==> src/rtl/manchester_pkg.sv <==
// manchester_pkg: shared helpers for the Manchester symbol timer
// Contents:
//   clog2          ceiling log2, never below 1, used to size phase and counter registers
//   QUAD_DEN etc.  waveform quadrant boundaries as fractions of the symbol (num/QUAD_DEN)
//   clamp          symmetric signed saturation to +/-m
package manchester_pkg;

    localparam int QUAD_DEN = 4;
    localparam int Q1_NUM   = 1;
    localparam int HALF_NUM = 2;
    localparam int Q3_NUM   = 3;

    function automatic int clog2(input int v);
        int r;
        r = 0;
        while ((1 << r) < v) r++;
        return (r < 1) ? 1 : r;
    endfunction

    function automatic int clamp(input int v, input int m);
        return (v > m) ? m : ((v < -m) ? -m : v);
    endfunction

endpackage

==> src/rtl/manchester_lock_det.sv <==
// manchester_lock_det: declares lock after LOCK_CNT consecutive zero-adjust symbols
// Ports:
//   clk     in   sample clock
//   reset   in   synchronous active-high reset
//   strobe  in   decode-edge strobe (already qualified with enable)
//   zero    in   the adjustment applied on this decode edge was zero
//   lock    out  registered lock indicator
module manchester_lock_det
    import manchester_pkg::*;
#(
    parameter int LOCK_CNT = 8
) (
    input  logic clk,
    input  logic reset,
    input  logic strobe,
    input  logic zero,
    output logic lock
);

    localparam int CW = clog2(LOCK_CNT + 1);
    typedef logic [CW-1:0] cnt_t;
    localparam cnt_t C_MAX = cnt_t'(LOCK_CNT);
    localparam cnt_t C_ONE = cnt_t'(1);

    if (LOCK_CNT < 1) begin : g_lock_cnt_chk
        $error("LOCK_CNT must be >= 1");
    end

    cnt_t cnt;
    cnt_t cnt_n;

    always_comb cnt_n = !zero ? '0 : (cnt == C_MAX) ? C_MAX : cnt + C_ONE;

    // lock is derived from the next count so it moves on the same edge as the counter
    always_ff @(posedge clk) begin
        if (reset) begin
            cnt  <= '0;
            lock <= 1'b0;
        end else if (strobe) begin
            cnt  <= cnt_n;
            lock <= (cnt_n == C_MAX);
        end
    end

endmodule

==> src/rtl/manchester_symbol_timer.sv <==
// manchester_symbol_timer: parametrised symbol timing with clamped per-symbol phase adjust
// Ports:
//   clk      in   sample clock
//   reset    in   synchronous active-high reset, priority over enable
//   enable   in   clock enable; all state holds while low
//   adj      in   signed phase adjust, sampled on the decode edge only (+ extends, - shortens)
//   sync     out  high while the phase sits on the decode point (OSR-1)
//   i_wf     out  in-phase decoding waveform (first half of the symbol)
//   q_wf     out  quadrature decoding waveform (first and last quarter, plus lead cycles)
//   adj_sat  out  last applied adjust was clamped
//   lock     out  timing locked
//   phase    out  debug view of the phase offset by MAX_ADJ
module manchester_symbol_timer
    import manchester_pkg::*;
#(
    parameter int OSR      = 16,
    parameter int ADJ_W    = 3,
    parameter int MAX_ADJ  = 1,
    parameter int LOCK_CNT = 8
) (
    input  logic                              clk,
    input  logic                              reset,
    input  logic                              enable,
    input  logic [ADJ_W-1:0]                  adj,
    output logic                              sync,
    output logic                              i_wf,
    output logic                              q_wf,
    output logic                              adj_sat,
    output logic                              lock,
    output logic [clog2(OSR+MAX_ADJ)-1:0]     phase
);

    localparam int PW = clog2(OSR + MAX_ADJ);
    localparam int TW = PW + 1;
    typedef logic signed [TW-1:0] ph_t;
    localparam ph_t P_LAST = ph_t'(OSR - 1);
    localparam ph_t P_MIN  = ph_t'(-MAX_ADJ);
    localparam ph_t P_Q1   = ph_t'(OSR * Q1_NUM / QUAD_DEN);
    localparam ph_t P_HALF = ph_t'(OSR * HALF_NUM / QUAD_DEN);
    localparam ph_t P_Q3   = ph_t'(OSR * Q3_NUM / QUAD_DEN);
    localparam ph_t P_BIAS = ph_t'(MAX_ADJ);
    localparam ph_t P_ONE  = ph_t'(1);
    localparam ph_t P_ZERO = '0;

    if (OSR % 4 != 0 || OSR < 8) begin : g_osr_chk
        $error("OSR must be a multiple of 4 and >= 8");
    end
    if (MAX_ADJ < 1 || MAX_ADJ >= OSR / 4) begin : g_max_adj_chk
        $error("MAX_ADJ must be in 1 .. OSR/4-1");
    end
    if (2 ** (ADJ_W - 1) <= MAX_ADJ) begin : g_adj_w_chk
        $error("ADJ_W too narrow to express MAX_ADJ");
    end

    // one extra bit over the debug width so p can go negative during lead extension
    ph_t  p;
    int   adj_i;
    int   a_eff;
    logic adj_clamped;
    logic adj_zero;
    logic in_range;
    logic dec;

    always_comb begin
        adj_i       = int'($signed(adj));
        a_eff       = clamp(adj_i, MAX_ADJ);
        adj_clamped = (a_eff != adj_i);
        adj_zero    = (a_eff == 0);
        in_range    = (p >= P_MIN) && (p <= P_LAST);
        sync        = (p == P_LAST);
        i_wf        = (p >= P_ZERO) && (p < P_HALF);
        q_wf        = (p < P_Q1) || (p >= P_Q3);
        phase       = PW'(p + P_BIAS);
        dec         = enable && sync;
    end

    // loading -a_eff on the decode edge makes the next symbol OSR + a_eff cycles long
    always_ff @(posedge clk) begin
        if (reset) begin
            p       <= P_ZERO;
            adj_sat <= 1'b0;
        end else if (enable) begin
            p <= !in_range ? P_ZERO : sync ? ph_t'(-a_eff) : p + P_ONE;
            if (sync) adj_sat <= adj_clamped;
        end
    end

    manchester_lock_det #(
        .LOCK_CNT(LOCK_CNT)
    ) u_lock_det (
        .clk   (clk),
        .reset (reset),
        .strobe(dec),
        .zero  (adj_zero),
        .lock  (lock)
    );

endmodule

==> config.mk <==
export PLATFORM = sky130hd
export DESIGN_NAME = manchester_symbol_timer
export DESIGN_NICKNAME = d
export VERILOG_FILES = /design/src/rtl/manchester_pkg.sv /design/src/rtl/manchester_lock_det.sv /design/src/rtl/manchester_symbol_timer.sv
export SDC_FILE = /design/constraint.sdc
export NUM_CORES = 1
export LEC_CHECK = 0
export BUFFER_PORTS_ARGS = -buffer_cell sky130_fd_sc_hd__buf_2
export CORE_ASPECT_RATIO = 2
export CORE_MARGIN = 4
export CORE_UTILIZATION = 35
export CTS_CLUSTER_SIZE = 30
export DETAILED_ROUTE_END_ITERATION = 8
export PLACE_DENSITY = 0.55
export SYNTH_ARGS = -nofsm -noshare
export SYNTH_HDL_FRONTEND = slang
export SYNTH_SLANG_ARGS = --single-unit
==> constraint.sdc <==
create_clock -name clk -period 2.1 [get_ports clk]
set_input_delay 0.105 -clock clk [delete_from_list [all_inputs] [get_ports clk]]
set_output_delay 0.105 -clock clk [all_outputs]
set_load 0.005 [all_outputs]
==> results.cfg <==
[sta]
fin_crit_sh_pct = 81.2
fin_skew_ps = 1.58
slew-limit-headroom_pct = 72.5
slew_viol_final = 0
setup_viol = 0
hold_violations = 0
max_freq_mhz = 586
post-route-min-period_ps = 1710
tightest_slew_ps = 413
final.setup.tns_ps = 0
rsz0062_at_grt = false

[clock_network]
holdBufCountCts = 0
cts_made_buffers = 3
clk_pin_slew_ps = 60
clockBufferDepth = 2
ctsResizeCount = 0
clkLatencyLatePin_ps = 240
cts_setup_buffers = 0
root_buffer = clkbuf_8
cts_tree = done
cts_sinks = 12
htree_levels = 1

[layout]
drive_gt1_share_pct = 19.8
final_cell_mix = 15 x buf_2, 12 x dfxtp_1, 11 x nand3_1
syn_to_final_growth_pct = 12.6
fin_nets = 145
diodes = 0
final_common_cell = buf_2
final_area_sq_um = 1060

[routing]
drc = 0
postRouteAntennaNets = 0
drt_iter0_drc = 46
vias_per_cell = 5.54
drt-total-wl_um = 2260
dr.pass1.iters = 4
vias = 881
wl_per_cell_um = 14.2

[floorplanning]
row_count = 26
core_area_sq_um = 2570
die_area_sq_um = 3640
ioPinCount = 16
die_height_um = 81.4
fp.dieW_um = 44.7
start_util_pct = 36.7

[hold_path]
hold_start = reset
hold_class = input port to flip-flop
hold_path_depth = 2
min_to = u_lock_det.cnt[0]$_SDFFE_PP0P_

[synthesis]
synth_top_family_by_area = simple AND/OR/NAND/NOR gates
synth_area_sq_um = 943
synth-seq-cells = 12
yosysWarningCount = 0
synth_fa_ha_area_share_pct = 9.28
synth-seq-area-share_pct = 25.5
ys_types = 43
synth_compound_area_share_pct = 22.9
synth-simple-area-share_pct = 27.2
syn_avg_cell_area_sq_um = 7.93
syn_inst = 119
syn_nets = 132
muxShareOfSynthArea_pct = 1.06
synth_xor_area_share_pct = 5.57

[place]
place_hpwl_um = 1730
io_buffers = 15
gp_congestion = 0.816
placed_cell_area_sq_um = 1010

[pwr]
p_leak_nw = 0.460
vdd_drop_max_v = 0.000313
power_density_nw_per_um2 = 532
power_w = 0.000565

[setup_path]
startpoint = p[0]$_SDFFE_PP0P_
r2r_start = p[0]$_SDFFE_PP0P_
worstPathRequired_ps = 2000
worstRegToRegCells = 5
criticalPathCategory = flip-flop to output port
critical_path_arrival_ps = 1600
endpoint_kind = output port
r2r_end = p[5]$_SDFFE_PP0P_
critPathMaxFanout = 6
rrSetupSlack_ps = 400
worstSetupStartpointType = flip-flop

[global_route]
antenna_found_initial = 0
grt.total_usage_pct = 13.6
grt_overflow = 0
grt_pass1_vias = 814
grt_start_max_net_pins = 16
grt_pass1_wl_um = 3690

[outcome]
status = finished, final reports clean

[run]
cap_violations = 0
-- state kept, by name, indices dropped and copies added, names as in the netlist --
register         flops
p                    6
u_lock_det.cnt       4
adj_sat              1
u_lock_det.lock      1
-- logic make-up after synthesis --
logic type | count (synthesis)
fa+ha+maj | 7
buf+inv | 16
simple gates | 46
mux | 1
xor+xnor | 6
flops | 12
compound gates | 31
-- cell type report --
type                       instances  area, sq um
multi-input combinational         91          623
inverter                           9         33.8
timing repair buffer              15         75.1
clock buffer                       4         55.1
sequential                        12          240
tap                               28         35.0
fill                             280         1510
-- power by group --
part	switching (W)	total [W]	internal [W]
Clock	0.0000951	0.000261	0.000166
Combinational	0.0000404	0.0000677	0.0000273
Sequential	0.00000482	0.000236	0.000232
Total	0.000140	0.000565	0.000425
-- cells in the mapped netlist (all sizes together) --
library cell  instances  area share, %
dfxtp                12             25
nand3                12            6.9
a21oi                10            5.7
nand2                10            4.0
inv                   9            3.6
ha                    7            9.3
nor2                  7            3.6
buf                   5            4.1
o21ai                 5            2.7
and3                  4            2.7
xor2                  4            3.7
nor3                  3            1.6
a21boi                2            1.6
a311oi                2            1.9
clkbuf                2           0.80
nand2b                2            1.3
nand3b                2            1.6
nand4                 2            2.0
o41ai                 2            2.7
xnor2                 2            1.9
a211o                 1           0.93
a211oi                1           0.80
a21o                  1           0.80
a31oi                 1           0.66
and2b                 1           0.93
and4b                 1            1.1
mux2i                 1            1.1
nand4b                1           0.93
o2111ai               1           0.93
o211ai                1           0.80
o21a                  1           0.93
o311ai                1           0.93
o31a                  1           0.93
o31ai                 1           0.80
or3                   1           0.66
-- per-stage QoR --
stage | std cells | utilization (%) | hold WS [ps] | worst slack [ps]
after floorplan | 119 | - | 207 | 633
after global placement | 155 | 39.2 | 443 | 411
after detailed placement | 155 | 39.2 | 451 | 339
after CTS | 159 | 41.3 | 234 | 397
after global routing | 159 | 41.3 | 239 | 273
final | 159 | 41.3 | 233 | 395
-- metal layers --
layer  global-route usage (%)  up-vias  wire [um]
met5                        0        -          0
met4                     4.53        0         33
met3                     1.97        4        107
met2                     25.6       23       1270
met1                     14.5      401        844
li1                         -      453          -
-- worst max path at each step --
stage                              endpoint  slack, ps  cells after the start
6_report                               sync        390                      5
5_1_grt                                sync        270                      5
4_1_cts                                sync        400                      5
3_5_place_dp   u_lock_det.lock$_SDFFE_PP0P_        340                      8
3_3_place_gp   u_lock_det.lock$_SDFFE_PP0P_        410                      8
2_1_floorplan          adj_sat$_SDFFE_PP0P_        630                      7
-- worst max-delay path, cell delays in order (launching register included) --
cell     delay (ps)
dfxtp_1         410
ha_1            270
and3_1          320
nand2_1         150
inv_1           100
buf_2           110
(Power assumes the default switching activity.)
